### config.mk
export PLATFORM = sky130hd
export DESIGN_NAME = mdu_hilo
export DESIGN_NICKNAME = d
export VERILOG_FILES = /design/src/rtl/mdu_hilo.sv
export SDC_FILE = /design/constraint.sdc
export NUM_CORES = 2
export LEC_CHECK = 0
export CORE_AREA = 10 10 295 439
export DETAILED_ROUTE_END_ITERATION = 10
export DIE_AREA = 0 0 305 449
export PLACE_DENSITY = 0.56
export REMOVE_ABC_BUFFERS = 1
export SETUP_SLACK_MARGIN = 0.15
export SLEW_MARGIN = 20
export SYNTH_ARGS = -nofsm -noshare
export SYNTH_HDL_FRONTEND = slang
export SYNTH_SLANG_ARGS = --single-unit
### constraint.sdc
create_clock -name clk -period 15.9 [get_ports clk]
set_input_delay 1.59 -clock clk [delete_from_list [all_inputs] [get_ports clk]]
set_output_delay 1.59 -clock clk [all_outputs]
set_load 0.005 [all_outputs]
### src/rtl/mdu_hilo.sv
// mdu_hilo: MIPS multiply/divide unit with HI/LO registers and a start/busy/done handshake.
// Define MDU_ITER_MUL_EN to use an iterative shift-add multiplier; it is combinational otherwise.
module mdu_hilo #(
  parameter int WIDTH = 32
) (
  input  logic             clk,
  input  logic             rst,
  input  logic             start,
  input  logic [2:0]       op,
  input  logic             cancel,
  input  logic [WIDTH-1:0] a,
  input  logic [WIDTH-1:0] b,
  output logic             busy,
  output logic             done,
  output logic [WIDTH-1:0] hi_o,
  output logic [WIDTH-1:0] lo_o
);
  localparam int CW = $clog2(WIDTH);
  localparam logic [CW-1:0] CNT_DIV = CW'(WIDTH - 1);
`ifdef MDU_ITER_MUL_EN
  localparam logic [CW-1:0] CNT_MUL = CW'(WIDTH - 1);
`else
  localparam logic [CW-1:0] CNT_MUL = '0;
`endif
  localparam logic [CW-1:0] CNT_ONE = CW'(1);

  localparam logic [2:0] OP_MULT  = 3'd1;
  localparam logic [2:0] OP_MULTU = 3'd2;
  localparam logic [2:0] OP_DIV   = 3'd3;
  localparam logic [2:0] OP_DIVU  = 3'd4;
  localparam logic [2:0] OP_MTHI  = 3'd5;
  localparam logic [2:0] OP_MTLO  = 3'd6;

  typedef enum logic [1:0] {S_IDLE, S_BUSY, S_DONE} state_t;

  function automatic logic [WIDTH-1:0] cond_neg(input logic [WIDTH-1:0] v, input logic neg);
    logic signed [WIDTH-1:0] sv;
    sv = $signed(v);
    return neg ? -sv : sv;
  endfunction

  function automatic logic [2*WIDTH-1:0] cond_neg2(input logic [2*WIDTH-1:0] v, input logic neg);
    logic signed [2*WIDTH-1:0] sv;
    sv = $signed(v);
    return neg ? -sv : sv;
  endfunction

  state_t           state_q, state_d;
  logic [CW-1:0]    cnt_q, cnt_d;
  logic             is_div_q, is_div_d;
  logic             neg_lo_q, neg_lo_d;
  logic             neg_hi_q, neg_hi_d;
  logic [WIDTH-1:0] acc_hi_q, acc_hi_d;
  logic [WIDTH-1:0] acc_lo_q, acc_lo_d;
  logic [WIDTH-1:0] opb_q, opb_d;
  logic [WIDTH-1:0] hi_q, hi_d;
  logic [WIDTH-1:0] lo_q, lo_d;

  logic             sgn_op, sa, sb, b_zero;
  logic [WIDTH:0]   div_shift;
  logic [WIDTH-1:0] div_sub;
  logic             div_ge;
  logic [WIDTH-1:0] step_hi, step_lo;
`ifdef MDU_ITER_MUL_EN
  logic [WIDTH:0]   mul_sum;
`else
  logic [2*WIDTH-1:0] prod;
`endif

  // One iteration of the datapath. acc_lo holds the dividend/multiplier bits being consumed.
  // With a zero divisor every compare succeeds, so the dividend rotates back into acc_hi and
  // the quotient fills with ones: exactly the required divide-by-zero result.
  always_comb begin
    div_shift = {acc_hi_q, acc_lo_q[WIDTH-1]};
    div_ge    = div_shift >= {1'b0, opb_q};
    div_sub   = div_shift[WIDTH-1:0] - opb_q;
`ifdef MDU_ITER_MUL_EN
    mul_sum   = {1'b0, acc_hi_q} + (acc_lo_q[0] ? {1'b0, opb_q} : '0);
`else
    prod      = {{WIDTH{1'b0}}, acc_lo_q} * {{WIDTH{1'b0}}, opb_q};
`endif
    if (is_div_q) begin
      step_hi = div_ge ? div_sub : div_shift[WIDTH-1:0];
      step_lo = {acc_lo_q[WIDTH-2:0], div_ge};
    end else begin
`ifdef MDU_ITER_MUL_EN
      step_hi = mul_sum[WIDTH:1];
      step_lo = {mul_sum[0], acc_lo_q[WIDTH-1:1]};
`else
      step_hi = prod[2*WIDTH-1:WIDTH];
      step_lo = prod[WIDTH-1:0];
`endif
    end
  end

  always_comb begin
    state_d  = state_q;
    cnt_d    = cnt_q;
    is_div_d = is_div_q;
    neg_lo_d = neg_lo_q;
    neg_hi_d = neg_hi_q;
    acc_hi_d = acc_hi_q;
    acc_lo_d = acc_lo_q;
    opb_d    = opb_q;
    hi_d     = hi_q;
    lo_d     = lo_q;
    sgn_op   = (op == OP_MULT) || (op == OP_DIV);
    b_zero   = (b == '0);
    sb       = b[WIDTH-1] & sgn_op;
    // Divide by zero skips the sign fixups, so the raw dividend must be latched.
    sa       = a[WIDTH-1] & sgn_op & ~(b_zero && (op == OP_DIV));
    case (state_q)
      S_IDLE: begin
        if (start && !cancel) begin
          case (op)
            OP_MULT, OP_MULTU, OP_DIV, OP_DIVU: begin
              is_div_d = (op == OP_DIV) || (op == OP_DIVU);
              acc_hi_d = '0;
              acc_lo_d = cond_neg(a, sa);
              opb_d    = cond_neg(b, sb);
              neg_lo_d = sa ^ sb;
              neg_hi_d = sa;
              cnt_d    = is_div_d ? CNT_DIV : CNT_MUL;
              state_d  = S_BUSY;
            end
            OP_MTHI: hi_d = a;
            OP_MTLO: lo_d = a;
            default: ;
          endcase
        end
      end
      S_BUSY: begin
        if (cancel) begin
          state_d = S_IDLE;
        end else begin
          acc_hi_d = step_hi;
          acc_lo_d = step_lo;
          cnt_d    = cnt_q - CNT_ONE;
          if (cnt_q == '0) begin
            if (is_div_q) begin
              hi_d = cond_neg(step_hi, neg_hi_q);
              lo_d = cond_neg(step_lo, neg_lo_q);
            end else begin
              {hi_d, lo_d} = cond_neg2({step_hi, step_lo}, neg_lo_q);
            end
            state_d = S_DONE;
          end
        end
      end
      default: state_d = S_IDLE;
    endcase
  end

  always_ff @(posedge clk or negedge rst) begin
    if (!rst) begin
      state_q  <= S_IDLE;
      cnt_q    <= '0;
      is_div_q <= 1'b0;
      neg_lo_q <= 1'b0;
      neg_hi_q <= 1'b0;
      acc_hi_q <= '0;
      acc_lo_q <= '0;
      opb_q    <= '0;
      hi_q     <= '0;
      lo_q     <= '0;
    end else begin
      state_q  <= state_d;
      cnt_q    <= cnt_d;
      is_div_q <= is_div_d;
      neg_lo_q <= neg_lo_d;
      neg_hi_q <= neg_hi_d;
      acc_hi_q <= acc_hi_d;
      acc_lo_q <= acc_lo_d;
      opb_q    <= opb_d;
      hi_q     <= hi_d;
      lo_q     <= lo_d;
    end
  end

  assign busy = (state_q == S_BUSY);
  assign done = (state_q == S_DONE);
  assign hi_o = hi_q;
  assign lo_o = lo_q;

endmodule

* Word-level counts from Yosys, hierarchy flattened
Cells that the tools add are included.
W data, S select, Z words.
** Cells by class
- Add/subtract/negate cells :: 7
- Multipliers :: 1
- Order comparisons :: 1
- Eq/ne operators :: 15
- Multiplexer cells :: 38
- Bitwise operators :: 5
- Reduce and logical (&&, ||, !) cells :: 15
** Operators with widths (count)
- $mux W32 :: 23
- $pmux W32 S2 :: 4
- $neg A32 Y32 :: 4
- $mul A32 B32 Y64 :: 1
- $mux W64 :: 1
- $neg A64 Y64 :: 1
- $ge A33 B32 Y1 :: 1
- $logic_not A32 Y1 :: 1
- $sub A32 B32 Y32 :: 1
- $mux W5 :: 4
- $pmux W5 S2 :: 1
- $reduce_and A5 Y1 :: 2
- $eq A3 B3 Y1 const B :: 3
- $mux W2 :: 4
- $ne A2 B1 Y1 const B :: 4
- $eq A3 B2 Y1 const B :: 2
- $reduce_and A3 Y1 :: 2
- $logic_not A5 Y1 :: 1
- $sub A5 B1 Y5 const B :: 1
- $ne A2 B2 Y1 const B :: 2
- $pmux W2 S2 :: 1
- $reduce_and A4 Y1 :: 1
- $reduce_or A4 Y1 :: 1
- $and A1 B1 Y1 :: 3
- other kinds (11) :: 13
** Word-level totals
- Register bits after elaboration :: 170
- Input port bits :: 71
- Output and inout bits :: 66
- Logic and storage cells :: 92

* Logic depth before layout (Yosys ltp)
- Word-level depth :: 9
- Mapped depth :: 34
- Gate-level depth less buffers :: 31

* Worst setup path after synthesis
No wires, ideal clock.
- Path type :: flip-flop to flip-flop
- Start :: reg acc_lo_q[30]
- End :: reg hi_q[22], in the netlist hi_o[22]
- Library setup time :: 0.069 ns
- Arrival :: 8.470 ns
- Required time :: 15.831 ns
- Path slack :: 7.361 ns
- Stages on the path, launching flop included :: 31
- Path buffers :: 3
- Period minus slack after synthesis :: 8.539 ns
- Cell sequence :: dfrtp_1 -> clkbuf_1 -> clkbuf_1 -> nand2_1 -> fa_1 -> inv_1 -> fa_1 -> fa_1 -> inv_1 -> fa_1 -> inv_1 -> fa_1 -> fa_1 -> fa_1 -> inv_1 -> fa_1 -> inv_1 -> ha_1 -> clkbuf_1 -> a21oi_1 -> o21ai_0 -> a21oi_1 -> o21a_1 -> o22ai_1 -> o41ai_1 -> nand4b_1 -> or3_1 -> a21boi_0 -> nor2_1 -> or3_1 -> nand3_1
** Between the ends
- Word-level cells in the longest chain between the ends :: 8
- Elaborated cells between the ends (all ways) :: 11
- Classes of those cells :: 2 x add/sub; 1 x mul; 8 x mux
** Ends and longest elaborated chain
- from (decl) :: line 54 : logic [WIDTH-1:0] acc_lo_q, acc_lo_d;
- from (signal assigned) :: line 173 : acc_lo_q <= acc_lo_d;
- $mul A32 B32 Y64 :: line 80 : prod = {{WIDTH{1'b0}}, acc_lo_q} * {{WIDTH{1'b0}}, opb_q};
- $mux W32 :: line 82 : if (is_div_q) begin
- $neg A64 Y64 / $neg A32 Y32 (equally long branches) :: line 45, 39
- $mux W64 / $mux W32 (equally long branches) :: line 45, 39
- $mux W32 (*) :: line 140 : if (is_div_q) begin
- $mux W32 (*) :: line 139 : if (cnt_q == '0) begin
- $mux W32 (*) :: line 133 : if (cancel) begin
- $pmux W32 S2 (*) :: line 112 : case (state_q)
- to (signal assigned) :: line 175 : hi_q <= hi_d;
- to (decl) :: line 56 : logic [WIDTH-1:0] hi_q, hi_d;
Every way passes the cells marked *; elsewhere a longest branch is shown, timed or not. The select of a mux whose other input is x is not followed.
A chain may end at the register's enable or synchronous reset.

* Worst setup path in the final report
- Start :: reg acc_lo_q[26]
- End :: reg hi_q[31], in the netlist hi_o[31]
Same word-level chain as after synthesis.

==> results_dict.tcl <==
set metrics [dict create \
    drt_iter0_markers 2616 \
    cts_setup_buffers 0 \
    most-common-layout-cells "inv_1, fa_1, nand2_1, and2_1, ha_1" \
    synthesis.area_mm2 0.0483 \
    hpwl_um 135000 \
    path_clk_slew_ns 0.08 \
    skew_ns 0.0271 \
    status "complete, no violations" \
    insertion_delay_ns 0.50 \
    critical_path_required_ns 16.33 \
    io_buffers 136 \
    cp_max_fo 34 \
    globalplace.congestion 1.02 \
    final_common_cell "inv_1" \
    vias 39996 \
    rsz0062_at_grt "false" \
    ys_async_sr_fraction_pct 100 \
    grt_usage_pct 24.1 \
    hold_path.class "reg2reg" \
    grt_pass1_wl_um 257000 \
    hold_viol 0 \
    n_fill_cell 12165 \
    die_x_um 305 \
    first_global_vias 42806 \
    syn_to_final_growth_pct 6.90 \
    crit_buf_inv 4 \
    worst_setup_path_end_kind "register" \
    initial_core_util_pct 39.7 \
    place_area_mm2 0.0510 \
    timing.fmax_ghz 0.0961 \
    fin_ws_ns 5.49 \
    worstMarginPinSlew_ns 1.06 \
    yosys_warnings 0 \
    routed_wirelength_um 165000 \
    num-nets-final 6896 \
    cts_max_path_buffers 2 \
    drc 0 \
    start_kind "register" \
    synth.top_cells.by_area "fa_1, dfrtp_1, ha_1" \
    fin_crit_ns 10.41 \
    setup_viol 0 \
    syn_inst 5741 \
    drive_gt1_share_pct 3.76 \
    place_ws_ns 5.63 \
    critical_path.slowest_cell "dfrtp_2" \
    via_per_inst 5.53 \
    period_share_pct 65.4 \
    critPathMaxStageDelay_ns 0.89 \
    yosysTopAreaCellShare_pct 37.2 \
    ant_nets 0 \
    slew_viol_final 0 \
    grt_max_degree 103 \
    cap_violations 0 \
    core_area_mm2 0.122 \
    synth_cell_types 95 \
    dr.pass1.iters 6 \
    worst_path_most_repeated_cell "fa_1" \
    synth-seq-cells 170 \
    cp.arrival_ns 10.83 \
    place_inst 7197 \
    holdBufCountCts 0 \
    die_h_um 449 \
    io_pins 137 \
    synth_edf_count 0 \
    antenna_found_initial 3 \
    die_area_mm2 0.137 \
    ys.flop_type "dfrtp_1" \
    crit_type "reg2reg" \
    tns_ns 0 \
    cp_top_family "adder cells" \
    root_buffer "clkbuf_16" \
    clkSinkCount 170 \
    post_drt_wl_per_cell_um 22.8 \
    htreeDepth 4 \
    ctsResizeCount 0 \
    ys_seq_area_share_pct 8.81 \
    yosys.area.top_type "fa_1" \
    overflow 0 \
    slew_headroom_pct 29.0 \
    design_area_mm2 0.0516 \
    fin_cells 7230 \
    cts_buffers 17 \
    rows 157 \
    cts_tree "done" \
    syn_area_per_cell_um2 8.41 \
]
[path summary, 6_finish.rpt]
kind | end | slack, ns | from | cells after the start
max | hi_o[31] | 5.49 | acc_lo_q[26] | 27
min | lo_o[8] | 0.49 | lo_o[8] | 2
max reg2reg | hi_o[31] | 5.49 | acc_lo_q[26] | 27
min reg2reg | lo_o[8] | 0.49 | lo_o[8] | 2
max in group asynchronous | is_div_q | 13.41 | rst | 2
min in group asynchronous | lo_o[6] | 1.12 | rst | 1
[registers in the layout, summed over array words and instances, names as in the netlist]
| name | flops |
|---|---|
| neg_lo_q | 1 |
| lo_o | 32 |
| acc_lo_q | 32 |
| opb_q | 32 |
| acc_hi_q | 32 |
| cnt_q | 5 |
| is_div_q | 1 |
| neg_hi_q | 1 |
| state_q | 2 |
| hi_o | 32 |
[metrics by stage]
step	utilization, %	hold WS (ns)
after detailed placement	41.9	0.471
after floorplan	-	0.473
after CTS	42.4	0.490
final	42.4	0.488
after global placement	41.9	0.462
after global routing	42.4	0.506
[worst reg2reg max path, delay by kind of cell (launching register included)]
family	cells	cell delay, ns
and+or+nand+nor	9	2.86
adders and majority gates	9	4.50
buffers and inverters	4	0.23
DFF	1	0.89
AOI/OAI and AO/OA	5	1.87
[per-layer routing]
| metal | vias up | track usage (%) | wire length, um |
|---|---|---|---|
| li1 | 17872 | - | - |
| met1 | 20754 | 27.3 | 62500 |
| met2 | 1062 | 45.7 | 89800 |
| met3 | 308 | 1.67 | 5480 |
| met4 | 0 | 10.0 | 7430 |
| met5 | - | 0 | 0 |
[cell type report]
class,count,area (um^2),area share (%)
multi-input combinational,4293,39200,76.0
sequential,170,4260,8.26
inverter,913,3430,6.64
timing repair buffer,231,2090,4.05
tap,1590,1990,3.86
clock buffer,17,425,0.824
clock inverter,15,183,0.354
antenna,1,2.50,0.00485
[cells in the mapped netlist (9+ instances only)]
cell type and number:
inv_1 913, fa_1 897, nand2_1 788, and2_1 588, clkbuf_1 315, ha_1 302, a21oi_1 277, nor2_1 265
o21ai_0 232, dfrtp_1 170, xnor2_1 101, xor2_1 63, nand3_1 59, nor3_1 51, nand4_1 49, o31ai_1 40
or3_1 34, a21o_1 33, mux2i_1 33, a31oi_1 31, a211oi_1 27, buf_2 25, o211ai_1 25, o21a_1 23
o22ai_1 23, nor4_1 20, nor2b_1 19, mux2_2 18, nand2b_1 18, buf_1 15, or4_1 15, a21boi_0 14
and3_1 14, o21ai_1 13, and4_1 12, o21bai_1 12, o41ai_1 12, or2_2 12, a311oi_1 10, a2111oi_0 9
a22oi_1 9
[logic make-up after synthesis]
family	share of synthesized area, %
and+or+nand+nor	20.5
buffers and inverters	10.1
adders and majority gates	45.0
AOI/OAI and AO/OA	11.5
DFF	8.81
xor gates and xnor gates	2.98
muxes	1.10
Power is not shown: default switching activity piles up to over one toggle a cycle in this logic, so the estimate is an artifact.
